==> src/rtl/aq_spsram_init_wrap.sv <==
// Single-port SRAM with per-bit write mask, a registered read port and a
// hardware sweep that writes INIT_VALUE to every word after reset or on request.
module aq_spsram_init_wrap #(
  parameter int                    ADDR_WIDTH = 7,
  parameter int                    DATA_WIDTH = 8,
  parameter logic [DATA_WIDTH-1:0] INIT_VALUE = '0
) (
  input  logic                  CLK,
  input  logic                  cpurst_b,
  input  logic [ADDR_WIDTH-1:0] A,
  input  logic                  CEN,
  input  logic                  GWEN,
  input  logic [DATA_WIDTH-1:0] WEN,
  input  logic [DATA_WIDTH-1:0] D,
  output logic [DATA_WIDTH-1:0] Q,
  input  logic                  INIT_REQ,
  output logic                  INIT_BUSY,
  output logic                  INIT_DONE,
  output logic                  ACC_DROP
);

  localparam int                    DEPTH    = 1 << ADDR_WIDTH;
  localparam logic [ADDR_WIDTH-1:0] LAST_ADR = '1;

  typedef enum logic {ST_INIT, ST_READY} state_t;

  state_t                  state;
  logic [ADDR_WIDTH-1:0]   cnt;
  logic [DATA_WIDTH-1:0]   mem [DEPTH];

  // NOTE: the array has no reset branch on purpose; clearing it is the sweep's
  // job, and a reset port on every word would stop it mapping onto a macro.
  always_ff @(posedge CLK) begin
    if (cpurst_b) begin
      if (state == ST_INIT) begin
        mem[cnt] <= INIT_VALUE;
      end else if (!CEN && !GWEN) begin
        mem[A] <= (mem[A] & WEN) | (D & ~WEN);
      end
    end
  end

  // NOTE: every register here takes <= so all of them see the pre-edge values,
  // including mem[A] read back for Q in the same edge as a write elsewhere.
  always_ff @(posedge CLK) begin
    if (!cpurst_b) begin
      state     <= ST_INIT;
      cnt       <= '0;
      INIT_BUSY <= 1'b1;
      INIT_DONE <= 1'b0;
      ACC_DROP  <= 1'b0;
      Q         <= '0;
    end else begin
      case (state)
        ST_INIT: begin
          ACC_DROP <= !CEN;
          if (cnt == LAST_ADR) begin
            state     <= ST_READY;
            cnt       <= '0;
            INIT_BUSY <= 1'b0;
            INIT_DONE <= 1'b1;
          end else begin
            cnt <= cnt + 1'b1;
          end
        end
        default: begin
          ACC_DROP <= 1'b0;
          if (!CEN && GWEN) begin
            Q <= mem[A];
          end
          // The access above still completes; the request only redirects the FSM.
          if (INIT_REQ) begin
            state     <= ST_INIT;
            cnt       <= '0;
            INIT_BUSY <= 1'b1;
            INIT_DONE <= 1'b0;
          end
        end
      endcase
    end
  end

endmodule

==> config.mk <==
export PLATFORM = sky130hd
export DESIGN_NAME = aq_spsram_init_wrap
export DESIGN_NICKNAME = d
export VERILOG_FILES = /design/src/rtl/aq_spsram_init_wrap.sv
export SDC_FILE = /design/constraint.sdc
export NUM_CORES = 1
export LEC_CHECK = 0
export CORE_MARGIN = 2
export CORE_UTILIZATION = 63
export CTS_BUF_LIST = sky130_fd_sc_hd__clkbuf_4 sky130_fd_sc_hd__clkbuf_8 sky130_fd_sc_hd__clkbuf_16
export DETAILED_ROUTE_END_ITERATION = 6
export GPL_TIMING_DRIVEN = 0
export PLACE_DENSITY_LB_ADDON = 0.3
export SYNTH_ARGS = -nofsm -noshare
export SYNTH_HDL_FRONTEND = slang
export SYNTH_SLANG_ARGS = --single-unit
export TNS_END_PERCENT = 20
==> constraint.sdc <==
create_clock -name CLK -period 11.3 [get_ports CLK]
set_input_delay 1.695 -clock CLK [delete_from_list [all_inputs] [get_ports CLK]]
set_output_delay 1.695 -clock CLK [all_outputs]
set_load 0.05 [all_outputs]
==> impl_metrics.sql, run 1 <==
INSERT INTO impl_metrics (metric_group, metric, value, unit) VALUES
('routing', 'ant_nets', '0', ''),
('timing', 'finalCritPeriodShare', '51.6', '%'),
('logic_synthesis', 'synthFlopType', 'edfxtp_1', ''),
('setup_path', 'critPathLaunch', 'A[3]', ''),
('status', 'violations', 'DRC', ''),
('layout', 'fin_nets', '2378', ''),
('layout', 'synthToLayoutAreaGrowth', '13.5', '%'),
('setup_path', 'critical_path_arrival', '6.34', 'ns'),
('floorplanning', 'core-area', '65500', 'um2'),
('floorplanning', 'placementRows', '94', ''),
('setup_path', 'crit_fanout', '21', ''),
('timing', 'worst_pin_slew', '1.32', 'ns'),
('layout', 'fraction_of_final_layout_cells_sized_beyond_drive_strength_1', '22.3', '%'),
('clocking', 'h-tree-depth', '3', ''),
('clocking', 'clock_path_buffers', '3', ''),
('grt', 'gr-total-overflow', '0', ''),
('clocking', 'cts.sinks', '1043', ''),
('routing', 'num_vias', '23000', ''),
('grt', 'grt_use_total', '32.9', '%'),
('grt', 'grt_pass1_wl', '156', 'mm'),
('logic_synthesis', 'synthesis.area_per_instance', '19.1', 'um2'),
('setup_path', 'endpoint_kind', 'register', ''),
('setup_path', 'reg2reg_depth', '8', ''),
('logic_synthesis', 'synth_area', '41500', 'um2'),
('clocking', 'holdBufCountCts', '0', ''),
('logic_synthesis', 'synth_cells', '2175', ''),
('logic_synthesis', 'number_of_nets_in_the_synthesized_netlist', '2204', ''),
('power', 'p_int', '6300', 'uW'),
('routing', 'drc', '15', ''),
('routing', 'drt_first_iter_violations', '3422', ''),
('logic_synthesis', 'yosysSeqAreaShare', '75.0', '%'),
('floorplanning', 'dieArea', '68000', 'um2'),
('layout', 'most_frequent_cells_in_the_layout', 'edfxtp_1 (1,024), mux4_2 (179), nor2_1 (157)', ''),
('routing', 'routed_wire_length_per_instance', '33.3', 'um'),
('layout', 'fillers', '3773', ''),
('clocking', 'cts_tree', 'yes', ''),
('setup_path', 'worst_r2r_startpoint', 'state', ''),
('clocking', 'tritoncts.num_buffers', '100', ''),
('setup_path', 'worst_flop_to_flop_path_endpoint', 'mem[127][3]', ''),
('clocking', 'worstSkewPairLatency', '0.69', 'ns'),
('floorplanning', 'die_height', '261', 'um'),
('grt', 'first_global_vias', '22700', ''),
('layout', 'final_core_util', '72.0', '%'),
('timing', 'slew-limit-headroom', '12.1', '%'),
('setup_path', 'r2r_setup_slack', '6.81', 'ns'),
('grt', 'grt_max_degree', '33', ''),
('timing', 'period_needed', '5.84', 'ns'),
('placed_design', 'buffer_ports.inserted', '33', ''),
('setup_path', 'timing_endpoint_of_the_critical_path', 'mem[56][4]', ''),
('timing', 'fmax', '0.171', 'GHz'),
('clocking', 'cts_setup_buffers', '0', ''),
('flow_run', 'max-cap-violations', '0', ''),
('clocking', 'postCtsResizedCells', '0', ''),
('placed_design', 'gp_routability_congestion', '1.01', ''),
('grt', 'grt_antenna_before_repair', '3', ''),
('power', 'clock_share_of_power', '43.0', '%'),
('placed_design', 'dp_cells', '3111', ''),
('clocking', 'clockRootBuffer', 'clkbuf_16', ''),
('routing', 'drt_pre_antenna_iters', '7', ''),
('timing', 'maximum_clock_skew_at_final_layout', '0.0494', 'ns'),
('logic_synthesis', 'synth_warn', '0', ''),
('timing', 'finalSetupViolations', '0', ''),
('floorplanning', 'initial_utilization', '63.4', '%'),
('setup_path', 'path_class', 'in -> reg', ''),
('power', 'p_sw', '1660', 'uW'),
('timing', 'rsz0062_at_grt', 'no', ''),
('setup_path', 'required', '11.80', 'ns'),
('timing', 'max_slew_violations', '0', ''),
('power', 'power-per-cell-area', '169', 'nW/um2'),
('status', 'run_status', 'finished with violations', ''),
('timing', 'timing_hold_violations_final', '0', '');
## cell type report
class / instances / area, um2 / share of cell area (%)
flip-flops and latches: 1043 / 31100 / 66.0
multi-input cells: 1001 / 9670 / 20.5
clock buffers: 128 / 2770 / 5.87
well taps: 864 / 1080 / 2.29
repair buffers: 72 / 1060 / 2.25
plain buffers: 128 / 817 / 1.73
clock inverters: 57 / 603 / 1.28
inverters: 3 / 11.3 / 0.0239
diodes: 1 / 2.50 / 0.00531
## worst min path at each step
stage | startpoint | depth (start not counted) | end | slack (ns)
4_1_cts | Q[2] | 2 | Q[2] | 0.49
6_report | Q[2] | 2 | Q[2] | 0.49
3_3_place_gp | Q[3] | 2 | Q[3] | 0.48
5_1_grt | Q[3] | 2 | Q[3] | 0.52
2_1_floorplan | cnt[5] | 2 | cnt[5] | 0.56
3_5_place_dp | Q[2] | 2 | Q[2] | 0.48
## critical path: stages
cell	delay (ns)
clkdlybuf4s50_1	0.75
clkbuf_1	0.47
clkbuf_1	0.58
buf_1	0.64
a211oi_1	0.13
a211oi_1	0.46
a311oi_2	0.22
o31ai_4	0.68
buf_8	0.29
buf_8	0.20
buf_6	0.18
## synthesized netlist by cell type (18+ instances only)
cell type     n  area (um2)
buf_2        29         145
o21ai_0      38         190
clkbuf_1     46         173
nand3_1      39         195
a22oi_1      30         225
mux2_2       58         653
nand3b_1     22         165
mux4_2      179        4030
nor2b_1      32         200
a211oi_1     31         233
edfxtp_1   1024       30700
o22ai_1      78         488
nor2_1      157         589
nand2_1      74         278
dfxtp_1      19         380
mux2i_1     116        1160
buf_6        18         203
## flip-flops by register name, summed over array words and instances, names as in the netlist
signal     count
Q              8
mem         1024
cnt            7
ACC_DROP       1
INIT_DONE      1
INIT_BUSY      1
state          1
## per-stage QoR
step	area (um2)	TNS, ns	hold slack [ns]	setup WS, ns	total power (uW)
after floorplan	41500	0	0.558	1.70	4480
after global placement	42900	-5397.39	0.475	-6.38	4600
after detailed placement	43800	0	0.479	5.06	4610
after CTS	47100	0	0.487	5.73	7950
after global routing	47100	0	0.515	5.42	8110
final	47100	0	0.487	5.46	7960
## cell families (layout without fill, tap and decap cells)
group	after synthesis	count (layout)	share of synthesized area (%)
DFF	1043	1043	75.0
and+or+nand+nor	384	384	4.35
muxes	353	353	14.1
AOI/OAI and AO/OA	261	261	4.51
buffers and inverters	131	388	2.00
xor gates and xnor gates	2	2	0.0422
adders and majority gates	1	1	0.0301
other	0	1	0
## power by group through the flow
stage | sequential [uW] | combinational, uW | clock (uW)
after CTS | 4190 | 336 | 3420
after global routing | 4190 | 352 | 3570
final | 4190 | 347 | 3420
after floorplan | 4270 | 204 | 0
after detailed placement | 4270 | 334 | 0
after global placement | 4270 | 329 | 0
## per-layer routing
| layer | vias to the layer above | GRT usage, % | part of all wire, % |
|---|---|---|---|
| li1 | 9257 | - | - |
| met1 | 11800 | 43.8 | 36 |
| met2 | 1640 | 50.7 | 47 |
| met3 | 330 | 8.56 | 12 |
| met4 | 2 | 17.0 | 5.7 |
| met5 | - | 0 | 0.011 |
(Power assumes the default switching activity.)
==> run 2, diff against run 1 <==
==> constraint.sdc (replaced) <==
create_clock -name CLK -period 6.12 [get_ports CLK]
set_input_delay 0.918 -clock CLK [delete_from_list [all_inputs] [get_ports CLK]]
set_output_delay 0.918 -clock CLK [all_outputs]
set_load 0.05 [all_outputs]
==> impl_metrics.sql, run 2 (synthesized netlist as in run 1, its figures left out) <==
INSERT INTO impl_metrics (metric_group, metric, value, unit) VALUES
('power', 'leakage', '0.0156', 'uW'),
('layout', 'fin_nets', '2379', ''),
('floorplanning', 'placementRows', '94', ''),
('timing', 'period_needed', '5.70', 'ns'),
('clocking', 'clockRootBuffer', 'clkbuf_16', ''),
('routing', 'routed_via_density', '7.03', ''),
('setup_path', 'endpoint_kind', 'register', ''),
('clocking', 'cts.sinks', '1043', ''),
('timing', 'worst_pin_slew', '1.43', 'ns'),
('grt', 'gr-total-overflow', '0', ''),
('grt', 'grt_max_degree', '33', ''),
('clocking', 'clk_transition_reported_paths', '0.06', 'ns'),
('layout', 'largest-register', 'mem', ''),
('timing', 'finalCritPeriodShare', '93.1', '%'),
('setup_path', 'timing.critical_path.from_type', 'input port', ''),
('placed_design', 'gp_routability_congestion', '0.970', ''),
('floorplanning', 'floorplan.die.width', '261', 'um'),
('routing', 'drt_first_iter_violations', '3792', ''),
('layout', 'final_area', '47000', 'um2'),
('placed_design', 'dpl.hpwl', '77.8', 'mm'),
('placed_design', 'dp_cells', '3112', ''),
('min_path', 'holdCritPathClass', 'reg -> reg', ''),
('timing', 'timing_hold_violations_final', '0', ''),
('status', 'run_status', 'completed', ''),
('layout', 'largest_registers_ranked_by_flip_flop_count', 'mem: 1024 flops, Q: 8 flops, cnt: 7 flops', ''),
('layout', 'fraction_of_final_layout_cells_sized_beyond_drive_strength_1', '22.2', '%'),
('floorplanning', 'core-area', '65500', 'um2'),
('setup_path', 'path_class', 'in -> reg', ''),
('flow_run', 'max-cap-violations', '0', ''),
('grt', 'grt_antenna_before_repair', '1', ''),
('clocking', 'postCtsResizedCells', '0', ''),
('setup_path', 'required', '6.62', 'ns'),
('routing', 'num_vias', '23100', ''),
('layout', 'post_layout_nonfiller_instances', '3289', ''),
('clocking', 'clock_path_buffers', '3', ''),
('clocking', 'holdBufCountCts', '0', ''),
('floorplanning', 'initial_utilization', '63.4', '%'),
('timing', 'holdWs', '0.487', 'ns'),
('floorplanning', 'die_height', '261', 'um'),
('grt', 'grt_pass1_wl', '163', 'mm'),
('routing', 'drc', '0', ''),
('routing', 'ant_nets', '0', ''),
('routing', 'routed_wirelength', '116', 'mm'),
('setup_path', 'crit_fanout', '24', ''),
('timing', 'max_slew_violations', '0', ''),
('grt', 'first_global_vias', '22900', ''),
('timing', 'maximum_clock_skew_at_final_layout', '0.0348', 'ns'),
('timing', 'finalSetupViolations', '0', ''),
('grt', 'grt_use_total', '34.8', '%'),
('layout', 'antenna_cells_inserted', '0', ''),
('routing', 'routed_wire_length_per_instance', '35.2', 'um'),
('clocking', 'h-tree-depth', '3', ''),
('power', 'design_power_total', '14500', 'uW'),
('layout', 'most_frequent_cells_in_the_layout', 'edfxtp_1 (1,024), mux4_2 (179), nor2_1 (157)', ''),
('layout', 'synthToLayoutAreaGrowth', '13.2', '%'),
('routing', 'drt_pre_antenna_iters', '7', ''),
('setup_path', 'critical_path_arrival', '6.20', 'ns'),
('timing', 'rsz0062_at_grt', 'no', ''),
('layout', 'most_frequent_standard_cell_in_the_layout_excluding_fill_and_tap_cells', 'edfxtp_1', ''),
('placed_design', 'buffer_ports.inserted', '33', ''),
('power', 'power-per-cell-area', '308', 'nW/um2'),
('placed_design', 'placed_area', '43800', 'um2'),
('timing', 'fmax', '0.176', 'GHz'),
('floorplanning', 'dieArea', '68000', 'um2'),
('layout', 'largest_reg_flops', '1024', ''),
('timing', 'slew-limit-headroom', '4.86', '%'),
('clocking', 'tritoncts.num_buffers', '100', ''),
('clocking', 'cts_tree', 'yes', ''),
('clocking', 'cts_setup_buffers', '0', ''),
('clocking', 'worstSkewPairLatency', '0.69', 'ns'),
('power', 'vdd_drop_max', '0.252', 'mV'),
('floorplanning', 'io_pins', '39', '');
-- run 2: cell types whose count changed in the layout (fill, tap and decap cells not counted), sizes merged --
| cell | change |
|---|---|
| bufinv | -5 |
| clkinv | -2 |
| clkinvlp | -2 |
| buf | +1 |
| clkbuf | +1 |
| diode | -1 |
-- run 2: power by group --
group / internal, uW / switching (uW) / leakage, uW
Combinational: 228 / 432 / 0.00393
Clock: 3420 / 2650 / 0.00160
Sequential: 7730 / 5.20 / 0.0101
Total: 11400 / 3090 / 0.0156
-- run 2: path summary, 6_finish.rpt --
check / start / endpoint / cells past startpoint / slack (ns)
worst max-delay path: A[3] / mem[56][2] / 11 / 0.42
worst min-delay path: Q[3] / Q[3] / 2 / 0.49
worst max register to register: state / mem[127][3] / 8 / 1.61
worst min register to register: Q[3] / Q[3] / 2 / 0.49
-- run 2: per-layer routing --
metal	part of all wire [%]	up-vias	track usage, %
li1	-	9241	-
met1	36	11900	47.9
met2	47	1670	54.7
met3	11	308	6.88
met4	5.0	0	15.7
met5	0	-	0
-- run 2: stage by stage --
stage,worst slack (ns),util (%),setup TNS [ns]
2_1_floorplan,-0.176,-,-81.15
3_3_place_gp,-5.99,65.6,-3893.83
3_5_place_dp,0.0455,66.9,0
4_1_cts,0.727,71.7,0
5_1_grt,0.480,71.7,0
6_report,0.425,71.7,0
-- run 2: final cells by class --
cell class,count,area (um2)
inverter,3,11.3
tap,864,1080
fill,3801,18500
clock buffer,129,2740
buffer,128,817
timing repair buffer,73,1090
multi-input combinational,1001,9670
clock inverter,48,459
sequential,1043,31100
-- run 2: worst max-delay path, cell delays in order --
cell and delay [ns]:
clkdlybuf4s50_1 0.73, clkbuf_1 0.70, clkbuf_1 0.78, buf_1 0.69, a211oi_1 0.27, a211oi_1 0.33, a311oi_2 0.17, o31ai_4 0.88
buf_8 0.29, buf_16 0.19, buf_16 0.18
